===== src/rtl/ram_arb_pkg.sv =====
// Shared defaults and requester identifiers for the two-port RAM arbiter.
package ram_arb_pkg;

    localparam int unsigned AwDefault = 4;
    localparam int unsigned DwDefault = 8;

    typedef enum logic {
        REQ_A = 1'b0,
        REQ_B = 1'b1
    } req_id_e;

    // Round-robin favours whichever requester was not served most recently.
    function automatic req_id_e rr_favoured(input req_id_e last_gnt);
        return (last_gnt == REQ_A) ? REQ_B : REQ_A;
    endfunction

endpackage


===== src/rtl/spram_core.sv =====
// Single-port synchronous RAM: write or read on each enabled edge, 1-cycle read latency.
module spram_core #(
    parameter int unsigned AW = 4,
    parameter int unsigned DW = 8
) (
    input  logic          clk,
    input  logic          en,
    input  logic          we,
    input  logic [AW-1:0] addr,
    input  logic [DW-1:0] wdata,
    output logic [DW-1:0] rdata
);

    logic [DW-1:0] mem [2**AW];
    logic [DW-1:0] rdata_q;

    // Storage is deliberately left unreset.
    always_ff @(posedge clk) begin
        if (en) begin
            if (we) begin
                mem[addr] <= wdata;
            end else begin
                rdata_q <= mem[addr];
            end
        end
    end

    assign rdata = rdata_q;

endmodule


===== src/rtl/ram_port_arbiter.sv =====
// Two-requester arbiter in front of a single-port RAM, round-robin by default.
// Define ARB_FIXED_PRIO_EN to make requester A always win contention.
module ram_port_arbiter
    import ram_arb_pkg::*;
#(
    parameter int unsigned AW = AwDefault,
    parameter int unsigned DW = DwDefault
) (
    input  logic          clk,
    input  logic          rst_n,
    input  logic          a_req,
    input  logic          a_we,
    input  logic [AW-1:0] a_addr,
    input  logic [DW-1:0] a_wdata,
    output logic          a_gnt,
    output logic          a_rvalid,
    output logic [DW-1:0] a_rdata,
    input  logic          b_req,
    input  logic          b_we,
    input  logic [AW-1:0] b_addr,
    input  logic [DW-1:0] b_wdata,
    output logic          b_gnt,
    output logic          b_rvalid,
    output logic [DW-1:0] b_rdata
);

    logic a_win, b_win;

`ifdef ARB_FIXED_PRIO_EN
    always_comb begin
        a_win = a_req;
        b_win = b_req & ~a_req;
    end
`else
    req_id_e last_gnt_q, last_gnt_d;

    always_comb begin
        a_win = a_req & (~b_req | (rr_favoured(last_gnt_q) == REQ_A));
        b_win = b_req & (~a_req | (rr_favoured(last_gnt_q) == REQ_B));
    end

    always_comb begin
        last_gnt_d = last_gnt_q;
        if (a_gnt) begin
            last_gnt_d = REQ_A;
        end else if (b_gnt) begin
            last_gnt_d = REQ_B;
        end
    end

    always_ff @(posedge clk or negedge rst_n) begin
        if (!rst_n) begin
            last_gnt_q <= REQ_B;
        end else begin
            last_gnt_q <= last_gnt_d;
        end
    end
`endif

    // Grants are masked while reset is held so no access can slip into the RAM.
    assign a_gnt = rst_n & a_win;
    assign b_gnt = rst_n & b_win;

    logic          ram_en;
    logic          ram_we;
    logic [AW-1:0] ram_addr;
    logic [DW-1:0] ram_wdata;
    logic [DW-1:0] ram_rdata;

    always_comb begin
        ram_en    = a_gnt | b_gnt;
        ram_we    = a_gnt ? a_we    : b_we;
        ram_addr  = a_gnt ? a_addr  : b_addr;
        ram_wdata = a_gnt ? a_wdata : b_wdata;
    end

    spram_core #(
        .AW (AW),
        .DW (DW)
    ) u_spram_core (
        .clk   (clk),
        .en    (ram_en),
        .we    (ram_we),
        .addr  (ram_addr),
        .wdata (ram_wdata),
        .rdata (ram_rdata)
    );

    logic          a_pend_q, b_pend_q;
    logic [DW-1:0] a_hold_q, b_hold_q;

    always_ff @(posedge clk or negedge rst_n) begin
        if (!rst_n) begin
            a_pend_q <= 1'b0;
            b_pend_q <= 1'b0;
        end else begin
            a_pend_q <= a_gnt & ~a_we;
            b_pend_q <= b_gnt & ~b_we;
        end
    end

    // Capture the delivered word so rdata stays put between pulses.
    always_ff @(posedge clk or negedge rst_n) begin
        if (!rst_n) begin
            a_hold_q <= '0;
            b_hold_q <= '0;
        end else begin
            if (a_pend_q) begin
                a_hold_q <= ram_rdata;
            end
            if (b_pend_q) begin
                b_hold_q <= ram_rdata;
            end
        end
    end

    always_comb begin
        a_rvalid = a_pend_q;
        b_rvalid = b_pend_q;
        a_rdata  = a_pend_q ? ram_rdata : a_hold_q;
        b_rdata  = b_pend_q ? ram_rdata : b_hold_q;
    end

endmodule


===== config.mk =====
export PLATFORM = sky130hd
export DESIGN_NAME = ram_port_arbiter
export DESIGN_NICKNAME = d
export VERILOG_FILES = /design/src/rtl/ram_arb_pkg.sv /design/src/rtl/spram_core.sv /design/src/rtl/ram_port_arbiter.sv
export SDC_FILE = /design/constraint.sdc
export NUM_CORES = 1
export LEC_CHECK = 0
export BUFFER_PORTS_ARGS = -buffer_cell sky130_fd_sc_hd__buf_2
export CORE_MARGIN = 5
export CORE_UTILIZATION = 60
export CTS_CLUSTER_SIZE = 24
export DETAILED_ROUTE_END_ITERATION = 6
export PLACE_DENSITY = 0.91
export SYNTH_ARGS = -nofsm -noshare
export SYNTH_HDL_FRONTEND = slang
export SYNTH_HIERARCHICAL = 1
export SYNTH_SLANG_ARGS = --single-unit

===== constraint.sdc =====
create_clock -name clk -period 6.1 [get_ports clk]
set_input_delay 0.61 -clock clk [delete_from_list [all_inputs] [get_ports clk]]
set_output_delay 0.61 -clock clk [all_outputs]
set_load 0.005 [all_outputs]

==> run metrics <==
status=finished clean; Slowest cell on crit path=nor3_1; crit-path max FO=36; Final Total Pwr=2.47 mW; die area=12400 um^2; post-synthesis xor/xnor area fraction=0; Clk pin slew, worst setup/hold paths=0.06 ns; worst-path cell chain=inv_1 > a21oi_4 > mux2_2 > nand4_1 > nor3_1; PostCTS Resize Cnt=0; Pins Over Slew Limit=0; cell count along the critical path=5; Sw Share=0.215; DRT iter0 DRCs=355; share of layout cells above drive strength 1=0.356; R2R depth=5; number of global-route vias before repair=3246; Total GRT Usage=0.214; synthesis-stage register bit count=155; CP Buf/Inv Count=1; ys flop type=edfxtp_1; Leak=between 2 and 3 nW; DIE WIDTH=111 um; delay-heaviest family, CP=simple AND/OR/NAND/NOR gates; cell count after synthesis=295; filler instances=approximately 570; share of the synthesized area in the top cell type=0.662; Simple-Gate Fraction of Synth Area=0.0331; global route overflow=0; crit path DAT=between 4 and 5 ns; CTS Buf Count=17; sequential-to-total area share from yosys stat=0.739; Initial Utilization=0.606; Reg power frac=0.494; Avg Inst Size Synth=around 21 um^2; worst hold-check path type=in -> async; count of final hold-check violations=0; worst vdd ir=approximately 0.21 mV; Global Route met2 Usage=0.337; Vias/cell=6.35; Placed Area=6470 um^2; post-placement setup slack=1.44 ns; Avg WL per Cell=25.0 um; Chip Height=111 um; Synth area leaders=edfxtp_1 66%, dfrtp_1 7.3%, mux4_1 6.8%; minimum clock period=4.23 ns; CP endpoint kind=flop; Multi-input gate area=1500 um^2; P&R area growth vs syn=14.7%; WP data required=6.23 ns; Tcrit/Tclk final=0.694; Hold-fix buffers, CTS=0; worst slew pin tran=between 1 and 1.5 ns; met1 usage=0.280; asr flop ratio synth=0.123; port buffer count=around 50; initial antenna violation count=0; Setup WS post-layout=1.87 ns; TritonCTS clock tree=built; busiest layer in global routing=met2; Core Box Area=10200 um^2; clock network power share=0.416; Int Pwr=roughly 1.9 mW; Inst Count DP=464; final setup fails=0; gpl congestion=around 0.78; Worst path max stage delay=around 1.1 ns; Cell Count, Final, Fillers Out=496; Net count, final=between 300 and 400; Final ANT Viol Nets=0; DRT Wirelength=12400 um; detailed-route DRC error count=0; hold_ws=0.0337 ns; CTS sink cnt=between 150 and 200; worst clock skew=0.00913 ns; Final Core Density=0.695; Mapped Area=6170 um^2; Comb power frac=0.090; fin area=7080 um^2; mux cell area share after synthesis=0.184; Clock H-tree levels=4; Synth cell types=29; largest net degree at the start of global routing=37; global-route wire length before repair=19400 um; M3 GR Usage=0.0674; ANT cells=0; setup TNS=0 ns; Setup Buffers After CTS=0; Critical Path Start Type=flop; Worst slew margin=0.0775; fmax=236 MHz; RSZ-0062 raised after global routing=no; via count=3152; cell taking the most area after synthesis=edfxtp_1; Net Sw Power=0.533 mW; crit path kind=reg -> reg; Synth Area in Adders=0; register area=4560 um^2; DR pass1 iterations=5; Max clock buf depth=2; combinational family with the most area after synthesis=multiplexers; Synth Area in Compound Gates=0.0249; CTS root buffer=clkbuf_8; pwr/cell area=350 nW/um^2; worst skew pair latency=0.52 ns; max-cap violations=0; row cnt=37; Ports=50; detailed placer's ending HPWL=7470 um; syn_nets=325; EDFF count, synth=136; Yosys warning count=6
worst paths after layout:
kind                                               endpoint                   start  slack, ns
setup / recovery           u_spram_core/mem[3][7]$_DFFE_PP_  last_gnt_q$_DFFE_PN1P_       1.87
hold / removal                        a_hold_q[0]$_DFF_PN0_                   rst_n       0.03
setup reg to reg           u_spram_core/mem[3][7]$_DFFE_PP_  last_gnt_q$_DFFE_PN1P_       1.87
hold reg to reg                       b_hold_q[6]$_DFF_PN0_   b_hold_q[6]$_DFF_PN0_       0.50
max in group asynchronous            last_gnt_q$_DFFE_PN1P_                   rst_n       5.72
min in group clk                         a_rvalid$_DFF_PN0_                    a_we       0.26
cells in the mapped netlist (2+ instances only):
| library cell | n |
|---|---|
| nor3_1 | 4 |
| nand2_1 | 11 |
| buf_2 | 5 |
| a21oi_1 | 2 |
| mux4_1 | 16 |
| nor2_1 | 13 |
| a22oi_1 | 16 |
| nor2b_1 | 5 |
| edfxtp_1 | 136 |
| buf_1 | 2 |
| clkbuf_1 | 5 |
| buf_6 | 2 |
| nand2b_1 | 2 |
| nand4b_1 | 2 |
| mux2_4 | 8 |
| mux4_2 | 16 |
| mux2_2 | 21 |
| dfrtp_1 | 18 |
power by group through the flow:
stage	clock, mW	combinational, mW	sequential [mW]
after CTS	1.04	0.225	1.22
after floorplan	0	0.146	1.24
after global routing	1.10	0.243	1.23
final	1.03	0.224	1.22
after global placement	0	0.210	1.24
after detailed placement	0	0.220	1.24
sequential cells by signal (all words and copies together), names as in the netlist:
name,flops
a_rvalid,1
u_spram_core/rdata,8
a_hold_q,8
u_spram_core/mem,128
last_gnt_q,1
b_hold_q,8
b_rvalid,1
cell usage in the layout (no fill, tap or decap), types with 2 or more instances in the layout:
master     synthesis  layout
clkbuf_16          0      21
clkinv_2           0       3
nand2_1           11      11
buf_2              5      49
edfxtp_1         136     136
nor2b_1            5       5
mux2_2            21      21
clkbuf_8           0       2
inv_4              0       3
nand4b_1           2       2
dfrtp_1           18      18
nand2b_1           2       2
mux4_2            16      16
mux4_1            16      16
clkbuf_1           5       2
nor2_1            13      13
a21oi_1            2       2
mux2_4             8       8
nor3_1             4       4
a22oi_1           16      16
worst register-to-register path, delay by kind of cell, from the launching register on:
kind / cells / cell delay (ns)
AND/OR/NAND/NOR: 2 / 1.59
multiplexers: 1 / 1.05
AO/OA/AOI/OAI: 1 / 0.58
flip-flops: 1 / 0.54
buffers and inverters: 1 / 0.08
layer usage:
metal	vias to the layer above	routed length, um
li1	1317	-
met1	1599	4690
met2	217	6320
met3	19	1190
met4	0	222
met5	-	0
cell type report:
cell class | instances | area share
timing repair buffer | 49 | 0.0346
tap | 136 | 0.0240
clock buffer | 25 | 0.0792
clock inverter | 7 | 0.00601
inverter | 1 | 0.000530
multi-input combinational | 123 | 0.211
sequential | 155 | 0.644
logic make-up (layout without fill, tap and decap cells):
group | after synthesis | count (layout)
multiplexers | 61 | 61
AO/OA/AOI/OAI | 20 | 20
AND/OR/NAND/NOR | 42 | 42
buffers and inverters | 17 | 82
flip-flops | 155 | 155
No activity file was read; power rests on OpenSTA's default activity.
